[config.mk]
export PLATFORM = sky130hd
export DESIGN_NAME = alu_arbiter_flat
export DESIGN_NICKNAME = d
export VERILOG_FILES = /design/src/rtl/alu_arbiter_if.sv /design/src/rtl/alu_arbiter.sv /design/src/flat_wrapper.sv
export SDC_FILE = /design/constraint.sdc
export NUM_CORES = 1
export LEC_CHECK = 0
export BUFFER_PORTS_ARGS = -buffer_cell sky130_fd_sc_hd__buf_2
export CORE_UTILIZATION = 47
export CTS_BUF_LIST = sky130_fd_sc_hd__clkbuf_2 sky130_fd_sc_hd__clkbuf_4 sky130_fd_sc_hd__clkbuf_8
export CTS_CLUSTER_SIZE = 14
export DETAILED_ROUTE_END_ITERATION = 10
export PLACE_DENSITY = 0.83
export SKIP_CTS_REPAIR_TIMING = 1
export SYNTH_ARGS = -nofsm -noshare
export SYNTH_HDL_FRONTEND = slang
export SYNTH_SLANG_ARGS = --single-unit
[constraint.sdc]
create_clock -name clk -period 1.8 [get_ports clk]
set_input_delay 0.18 -clock clk [delete_from_list [all_inputs] [get_ports clk]]
set_output_delay 0.18 -clock clk [all_outputs]
set_load 0.02 [all_outputs]
[src/rtl/alu_arbiter_if.sv]
`default_nettype none
// ============================================================================
//  Module      : alu_arbiter_if
//  Description : Bundle of the two requester channels, the ALU port pair and
//                the shared response channel served by alu_arbiter.
//                slave  modport - arbiter side (takes requests, drives ALU and
//                                 response).
//                master modport - environment side (requesters, ALU, consumer).
//  Ports       : req0_* / req1_*   valid/ready request with A, B (32b), op (4b)
//                alu_a/b/op, alu_c  registered ALU operands out, result in
//                resp_*             valid/ready response with id, data, err
//  Revision    : 1.0 - initial release
// ============================================================================
interface alu_arbiter_if;
  logic        req0_valid;
  logic        req0_ready;
  logic [31:0] req0_a;
  logic [31:0] req0_b;
  logic [3:0]  req0_op;

  logic        req1_valid;
  logic        req1_ready;
  logic [31:0] req1_a;
  logic [31:0] req1_b;
  logic [3:0]  req1_op;

  logic [31:0] alu_a;
  logic [31:0] alu_b;
  logic [3:0]  alu_op;
  logic [31:0] alu_c;

  logic        resp_valid;
  logic        resp_ready;
  logic        resp_id;
  logic [31:0] resp_data;
  logic        resp_err;

  modport slave (
    input  req0_valid, req0_a, req0_b, req0_op,
    output req0_ready,
    input  req1_valid, req1_a, req1_b, req1_op,
    output req1_ready,
    output alu_a, alu_b, alu_op,
    input  alu_c,
    output resp_valid, resp_id, resp_data, resp_err,
    input  resp_ready
  );

  modport master (
    output req0_valid, req0_a, req0_b, req0_op,
    input  req0_ready,
    output req1_valid, req1_a, req1_b, req1_op,
    input  req1_ready,
    input  alu_a, alu_b, alu_op,
    output alu_c,
    input  resp_valid, resp_id, resp_data, resp_err,
    output resp_ready
  );
endinterface
`default_nettype wire

[src/rtl/alu_arbiter.sv]
`default_nettype none
// ============================================================================
//  Module      : alu_arbiter
//  Description : Round-robin sharing of one external 32-bit combinational ALU
//                between two valid/ready requesters. An accepted request is
//                latched into the ALU operand registers, evaluated for one
//                cycle, and returned on a single response channel tagged with
//                the requester id. One transaction in flight at a time.
//  Ports       : clk    - rising-edge clock
//                reset  - asynchronous active-low reset
//                bus    - alu_arbiter_if.slave (requests, ALU port, response)
//  Parameters  : RR_INIT - requester favoured after reset
//  Revision    : 1.0 - initial release
// ============================================================================
module alu_arbiter #(
  parameter bit RR_INIT = 1'b0
) (
  input  logic          clk,
  input  logic          reset,
  alu_arbiter_if.slave  bus
);

  // ALUOp encodings understood by the ALU
  localparam logic [3:0] OP_AND  = 4'h0;
  localparam logic [3:0] OP_OR   = 4'h1;
  localparam logic [3:0] OP_ADD  = 4'h2;
  localparam logic [3:0] OP_SLL  = 4'h3;
  localparam logic [3:0] OP_SUB  = 4'h6;
  localparam logic [3:0] OP_SLT  = 4'h7;
  localparam logic [3:0] OP_SLTU = 4'h8;

  typedef enum logic [1:0] {
    ST_IDLE = 2'd0,
    ST_EXEC = 2'd1,
    ST_RESP = 2'd2
  } state_t;

  state_t      state_q, state_d;
  logic        prio_q, prio_d;
  logic [31:0] alu_a_q, alu_a_d;
  logic [31:0] alu_b_q, alu_b_d;
  logic [3:0]  alu_op_q, alu_op_d;
  logic        id_q, id_d;
  logic        err_q, err_d;
  logic [31:0] resp_data_q, resp_data_d;
  logic        resp_err_q, resp_err_d;
  logic        resp_valid_q, resp_valid_d;

  logic        grant_id;
  logic        accept;
  logic [31:0] sel_a;
  logic [31:0] sel_b;
  logic [3:0]  sel_op;

  function automatic logic op_is_legal(input logic [3:0] op);
    case (op)
      OP_AND, OP_OR, OP_ADD, OP_SUB, OP_SLT, OP_SLL, OP_SLTU: op_is_legal = 1'b1;
      default:                                                op_is_legal = 1'b0;
    endcase
  endfunction

  // Arbitration: a tie goes to prio_q, otherwise the only valid requester wins.
  always_comb begin
    if (bus.req0_valid && bus.req1_valid) begin
      grant_id = prio_q;
    end else begin
      grant_id = bus.req1_valid;
    end
  end

  // Gating with reset keeps both readys low while reset is held, even though
  // the state register already reads IDLE.
  assign accept = reset && (state_q == ST_IDLE) && (bus.req0_valid || bus.req1_valid);

  assign bus.req0_ready = accept && !grant_id;
  assign bus.req1_ready = accept &&  grant_id;

  assign sel_a  = grant_id ? bus.req1_a  : bus.req0_a;
  assign sel_b  = grant_id ? bus.req1_b  : bus.req0_b;
  assign sel_op = grant_id ? bus.req1_op : bus.req0_op;

  always_comb begin
    state_d      = state_q;
    prio_d       = prio_q;
    alu_a_d      = alu_a_q;
    alu_b_d      = alu_b_q;
    alu_op_d     = alu_op_q;
    id_d         = id_q;
    err_d        = err_q;
    resp_data_d  = resp_data_q;
    resp_err_d   = resp_err_q;
    resp_valid_d = resp_valid_q;

    case (state_q)
      ST_IDLE: begin
        if (accept) begin
          // Operand registers only move here, so the ALU sees stable inputs
          // for the whole EXEC/RESP window.
          alu_a_d  = sel_a;
          alu_b_d  = sel_b;
          alu_op_d = sel_op;
          id_d     = grant_id;
          err_d    = !op_is_legal(sel_op);
          state_d  = ST_EXEC;
        end
      end
      ST_EXEC: begin
        // alu_c is undefined for illegal ops; never forward it in that case.
        resp_data_d  = err_q ? 32'd0 : bus.alu_c;
        resp_err_d   = err_q;
        resp_valid_d = 1'b1;
        state_d      = ST_RESP;
      end
      ST_RESP: begin
        if (bus.resp_ready) begin
          resp_valid_d = 1'b0;
          prio_d       = ~id_q;
          state_d      = ST_IDLE;
        end
      end
      default: begin
        state_d = ST_IDLE;
      end
    endcase
  end

  always_ff @(posedge clk or negedge reset) begin
    if (!reset) begin
      state_q      <= ST_IDLE;
      prio_q       <= RR_INIT;
      alu_a_q      <= 32'd0;
      alu_b_q      <= 32'd0;
      alu_op_q     <= 4'd0;
      id_q         <= 1'b0;
      err_q        <= 1'b0;
      resp_data_q  <= 32'd0;
      resp_err_q   <= 1'b0;
      resp_valid_q <= 1'b0;
    end else begin
      state_q      <= state_d;
      prio_q       <= prio_d;
      alu_a_q      <= alu_a_d;
      alu_b_q      <= alu_b_d;
      alu_op_q     <= alu_op_d;
      id_q         <= id_d;
      err_q        <= err_d;
      resp_data_q  <= resp_data_d;
      resp_err_q   <= resp_err_d;
      resp_valid_q <= resp_valid_d;
    end
  end

  assign bus.alu_a      = alu_a_q;
  assign bus.alu_b      = alu_b_q;
  assign bus.alu_op     = alu_op_q;
  assign bus.resp_valid = resp_valid_q;
  assign bus.resp_id    = id_q;
  assign bus.resp_data  = resp_data_q;
  assign bus.resp_err   = resp_err_q;

endmodule
`default_nettype wire

[src/flat_wrapper.sv]
// flat-port wrapper written by rule: the top's interface ports become plain ports
module alu_arbiter_flat 
#(
  parameter bit RR_INIT = 1'b0
)
  (clk, reset, bus_req0_valid, bus_req0_a, bus_req0_b, bus_req0_op, bus_req0_ready, bus_req1_valid, bus_req1_a, bus_req1_b, bus_req1_op, bus_req1_ready, bus_alu_a, bus_alu_b, bus_alu_op, bus_alu_c, bus_resp_valid, bus_resp_id, bus_resp_data, bus_resp_err, bus_resp_ready);
  alu_arbiter_if bus_i ();
  input  logic clk;
  input  logic reset;
  input wire logic [$bits(bus_i.req0_valid)-1:0] bus_req0_valid;
  input wire logic [$bits(bus_i.req0_a)-1:0] bus_req0_a;
  input wire logic [$bits(bus_i.req0_b)-1:0] bus_req0_b;
  input wire logic [$bits(bus_i.req0_op)-1:0] bus_req0_op;
  output wire logic [$bits(bus_i.req0_ready)-1:0] bus_req0_ready;
  input wire logic [$bits(bus_i.req1_valid)-1:0] bus_req1_valid;
  input wire logic [$bits(bus_i.req1_a)-1:0] bus_req1_a;
  input wire logic [$bits(bus_i.req1_b)-1:0] bus_req1_b;
  input wire logic [$bits(bus_i.req1_op)-1:0] bus_req1_op;
  output wire logic [$bits(bus_i.req1_ready)-1:0] bus_req1_ready;
  output wire logic [$bits(bus_i.alu_a)-1:0] bus_alu_a;
  output wire logic [$bits(bus_i.alu_b)-1:0] bus_alu_b;
  output wire logic [$bits(bus_i.alu_op)-1:0] bus_alu_op;
  input wire logic [$bits(bus_i.alu_c)-1:0] bus_alu_c;
  output wire logic [$bits(bus_i.resp_valid)-1:0] bus_resp_valid;
  output wire logic [$bits(bus_i.resp_id)-1:0] bus_resp_id;
  output wire logic [$bits(bus_i.resp_data)-1:0] bus_resp_data;
  output wire logic [$bits(bus_i.resp_err)-1:0] bus_resp_err;
  input wire logic [$bits(bus_i.resp_ready)-1:0] bus_resp_ready;
  assign bus_i.req0_valid = bus_req0_valid;
  assign bus_i.req0_a = bus_req0_a;
  assign bus_i.req0_b = bus_req0_b;
  assign bus_i.req0_op = bus_req0_op;
  assign bus_req0_ready = bus_i.req0_ready;
  assign bus_i.req1_valid = bus_req1_valid;
  assign bus_i.req1_a = bus_req1_a;
  assign bus_i.req1_b = bus_req1_b;
  assign bus_i.req1_op = bus_req1_op;
  assign bus_req1_ready = bus_i.req1_ready;
  assign bus_alu_a = bus_i.alu_a;
  assign bus_alu_b = bus_i.alu_b;
  assign bus_alu_op = bus_i.alu_op;
  assign bus_i.alu_c = bus_alu_c;
  assign bus_resp_valid = bus_i.resp_valid;
  assign bus_resp_id = bus_i.resp_id;
  assign bus_resp_data = bus_i.resp_data;
  assign bus_resp_err = bus_i.resp_err;
  assign bus_i.resp_ready = bus_resp_ready;
  alu_arbiter #(.RR_INIT(RR_INIT)) u_core (.clk(clk), .reset(reset), .bus(bus_i));
endmodule
# --- Word-level counts from Yosys, hierarchy flattened ---
# Index checks and enable logic that the tools add are counted.
word_totals:
  ff_bits: 107
  output_inout_bits: 105
op_classes:
  n_bitwise: 1
  n_mux: 13
  eq_ne: 10
  n_reduce_logical: 16
ops:
  columns: ["operator", "n"]
  rows:
  - ["32-bit 2-to-1 mux", 3]
  - ["4-bit by 2-bit equality test with 1-bit output (second input constant)", 2]
  - ["4-bit by 3-bit equality test with 1-bit output (second input constant)", 2]
  - ["2-bit AND reduction", 4]
  - ["7-bit OR reduction", 1]
  - ["2-bit one-hot mux with 3 select lines", 1]
  - ["1-bit logical AND", 5]
  - ["1-bit 2-to-1 mux", 5]
  - ["4-bit by 1-bit equality test with 1-bit output (second input constant)", 1]
  - ["4-bit equality test (second input constant)", 1]
  - ["4-bit zero test", 1]
  - ["2-bit 2-to-1 mux", 2]
  - ["4-bit 2-to-1 mux", 1]
  - ["2-bit by 1-bit equality test with 1-bit output (second input constant)", 1]
  - ["2-bit equality test (second input constant)", 1]
  - ["1-bit zero test", 2]
  - ["2-bit zero test", 1]
  - ["2-bit by 1-bit != test with 1-bit output (second input constant)", 1]
  - ["2-bit != test (second input constant)", 1]
  - ["1-bit one-hot mux with 2 select lines", 1]
  - ["2-bit nonzero test", 1]
  - ["1-bit logical OR", 1]
  - ["1-bit NOT", 1]

# --- Depth between registers and ports, before layout ---
logic_depth:
  depth_word: 9
  ltp_mapped: 7
  ltp_nobuf: 4

# --- Least setup slack after synthesis ---
# Ideal clock, no wire load.
synth_path:
  path_kind: "register to output"
  from: "register u_core.state_q[1]"
  to: "output port bus_req1_ready"
  required_time_ns: 1.620
  stages_incl_launch_ff: 4
  path_buffers: 0
  arrival_time_ns: 1.309
  path_slack_ns: 0.311
  cell_sequence: "dfrtp_1 > nor3b_4 > nand2_4 > nor3_1"
synth_between:
  elab_chain_len: 4
synth_rtl:
  columns: ["item", "line_no", "text"]
  rows:
  - ["start: declaration", "alu_arbiter.sv:38", "state_t state_q, state_d;"]
  - ["start signal: assignment", "alu_arbiter.sv:140", "state_q <= state_d;"]
  - ["2-bit zero test", "alu_arbiter.sv:73", "assign accept = reset && (state_q == ST_IDLE) && (bus.req0_valid || bus.req1_valid);"]
  - ["1-bit logical AND (2 in series)", "alu_arbiter.sv:73", null]
  - ["1-bit logical AND", "alu_arbiter.sv:76", "assign bus.req1_ready = accept && grant_id;"]
  - ["end: declaration", "flat_wrapper.sv:19", "output wire logic [$bits(bus_i.req1_ready)-1:0] bus_req1_ready;"]
# No other way between the ends.

# --- Worst setup path in the final report ---
layout_path:
  from: "register u_core.state_q[0]"
  to: "output port bus_req0_ready"
layout_between:
  elab_chain_len: 4
layout_rtl:
  columns: ["item", "line_no", "text"]
  rows:
  - ["2-bit zero test", "alu_arbiter.sv:73", null]
  - ["1-bit logical AND (2 in series)", "alu_arbiter.sv:73", null]
  - ["1-bit logical AND", "alu_arbiter.sv:75", "assign bus.req0_ready = accept && !grant_id;"]
  - ["end: declaration", "flat_wrapper.sv:14", "output wire logic [$bits(bus_i.req0_ready)-1:0] bus_req0_ready;"]
# No other way between the ends.

==> impl_results.md <==
* Slew at the pin closest to its max-slew limit at 0.803 ns
* H-tree depth at 3
* Synth async-reset ratio at 100%
* Avg Inst Size Synth at 9.28 sq um
* Static Leak at 3.20 nW
* Die ar. at 11600 sq um
* Reg2Reg Depth at 5
* Area leader, netlist: dfrtp_1
* Ant. Diodes at 0
* Seq/Total Area, Yosys at 51.0%
* R2r setup slk at 0.24 ns
* Filler cell count in the final layout at 916
* Final Cycle Share at 95.5%
* RR Endpoint: u_core.err_q
* Largest net degree at the start of global routing at 108
* DRC viols at 0
* CP max FO at 5
* Top-count cell post-synth: dfrtp_1
* Hold path start: bus_resp_ready
* Final count of hold timing violations at 0
* DIE WIDTH at 108 microns
* CP endpoint kind: primary output
* DR iter-0 viols at 352
* Hold Crit Class: primary input to flop
* Root buffer cell: clkbuf_8
* CTS tree: built
* Port Buffer Count at 277
* Cell variety after synth at 25
* Vias per inst at 5.58
* Post-synth top cells: dfrtp_1, o21ai_0, a21oi_1, nand3b_1, a31oi_1
* Synth Instances at 566
* CTS Buffer Depth at 2
* Post-synth EDFFs at 0
* First-pass GRT wire length at 24.5 mm
* Top FF cell, synth: dfrtp_1
* Vias at 5342
* Final #Nets at 985
* CTS buffer count at 9
* Initial Utilization at 48.3%
* Final wirelength at 15.7 mm
* Worst hold stages at 2
* # IOs at 278
* Clk pin slew, worst setup/hold paths at 0.10 ns
* Post-Synth Adder-Cell Area at 0%
* Detailed-router iteration count before antenna repair at 5
* Mux share of post-synthesis cell area at 0.429%
* YS warnings at 0
* Unrepaired setup endpoints after global routing: false
* Worst-Skew Late Latency at 0.36 ns
* Startpoint types: flop
* Final setup violating endpoints at 0
* Total gr overflow at 0
* Slew headroom at 46.5%
* Die Ht at 108 microns
* Complex-gate fraction of the synthesized area at 25.1%
* DP Area at 6710 sq um
* Worst Hold End: u_core.state_q[1]
* Clock Skews at 0.00843 ns
* FP Rows at 38
* Min Tclk post-route at 1.72 ns
* WL/cell at 16.4 microns
* Share of the synthesized area in the top cell type at 51.0%
* F_max at 582 MHz
* Max-Cap Viols at 0
* Total power draw at 10.4 mW
* Critical path class: flop to primary output
* Initial antenna violation count at 0
* XOR/XNOR share of the synthesized area at 0%
* Share of layout cells above drive strength 1 at 39.5%
* Outcome: finished, final reports clean
* Design Area, Final at 6920 sq um
* Area of the mapped netlist at 5260 sq um
* PwrDens at 1500 nW/um^2
* Worst vdd ir at 0.805 mV
* Synth Area in Simple Gates at 17.7%
* Dpl hpwl at 11.1 mm
* Synthesized Nets at 739
* #FFs+latches synth at 107
* Largest family of logic cells by synthesized area: compound AO/OA/AOI/OAI gates
* Req. time, crit path at 1.62 ns
* Remaining antenna violation count at 0
* Setup TNS at 0 ns
* Worst path arrival time at 1.54 ns
* CORE AREA at 10900 sq um
* Worst setup path startpoint: u_core.state_q[0]
* Top cells by area, synth: dfrtp_1, o21ai_0, nand3b_1, a31oi_1, a21oi_1
* Placer Congestion at 0.792
* R2r startpoint: u_core.state_q[0]
* Vias in the first global route at 5102
* Max Slew Vio Count at 0
* Area Overhead vs Synth at 31.7%
* Clock Sinks at 107
* GRT Overall Usage at 26.8%
## state kept, by name, summed over array words and instances (netlist names)
| register | count |
|---|---|
| u_core.bus.resp_valid | 1 |
| u_core.bus.resp_id | 1 |
| u_core.bus.resp_err | 1 |
| u_core.err_q | 1 |
| u_core.bus.alu_a | 32 |
| u_core.state_q | 2 |
| u_core.bus.alu_b | 32 |
| u_core.bus.alu_op | 4 |
| u_core.prio_q | 1 |
| u_core.bus.resp_data | 32 |
## worst max-delay path by stage
stage	endpoint	cells after the start
3_3_place_gp	bus_req1_ready	4
6_report	bus_req0_ready	4
4_1_cts	bus_req1_ready	4
5_1_grt	bus_req0_ready	4
2_1_floorplan	bus_req1_ready	3
3_5_place_dp	u_core.bus.alu_a[4]	5
## through the flow
step / worst slack (ns) / cells / utilization [%] / hold slack, ns
3_3_place_gp: 0.295 / 938 / 61.6 / 0.329
3_5_place_dp: 0.249 / 938 / 61.6 / 0.340
2_1_floorplan: 0.311 / 566 / - / -0.116
5_1_grt: 0.00319 / 957 / 63.6 / 0.0510
6_report: 0.0804 / 957 / 63.6 / 0.0663
4_1_cts: -0.125 / 954 / 63.1 / -0.0597
## layer usage
| layer | up-vias | track usage [%] | share of wire (%) |
|---|---|---|---|
| met4 | 0 | 9.20 | 1.6 |
| met3 | 21 | 6.42 | 7.9 |
| met2 | 227 | 46.8 | 51 |
| met1 | 2564 | 32.0 | 39 |
| met5 | - | 0 | 0 |
| li1 | 2530 | - | - |
## layout by cell type, fill, tap and decap left out, drive strengths merged, types with 2 or more instances in the layout
master  synthesis  final
buf            24    296
dfrtp         107    107
o21ai         105    105
nand3b         69     69
a21oi          69     69
a31oi          68     68
nand2b         35     35
nand2          34     34
clkbuf         38     10
clkinv          0      5
inv             4      4
nor2            3      3
mux2            2      2
## final cells by class
| type | count | area (sq um) | area share [%] |
|---|---|---|---|
| Multi-Input combinational cell | 393 | 2290 | 33.1 |
| Tap cell | 140 | 175 | 2.53 |
| Timing Repair Buffer | 297 | 1600 | 23.1 |
| Clock inverter | 6 | 32.5 | 0.470 |
| Clock buffer | 10 | 131 | 1.90 |
| Inverter | 4 | 15.0 | 0.217 |
| Sequential cell | 107 | 2680 | 38.7 |
## worst max-delay path, stage by stage (launching register included)
cell and delay, ns:
dfrtp_2 0.45, nor3b_4 0.30, nand2_4 0.10, nor2_1 0.16, buf_4 0.17
## kinds of logic after synthesis
logic type	after synthesis
buffers and inverters	66
AND/OR/NAND/NOR	146
AO/OA/AOI/OAI	245
flip-flops	107
multiplexers	2
## power by group
group | internal [mW] | switching [mW]
logic | 1.84 | 3.03
clock network | 0.509 | 0.816
registers | 3.46 | 0.707
Power figures use the tool's default switching activity.
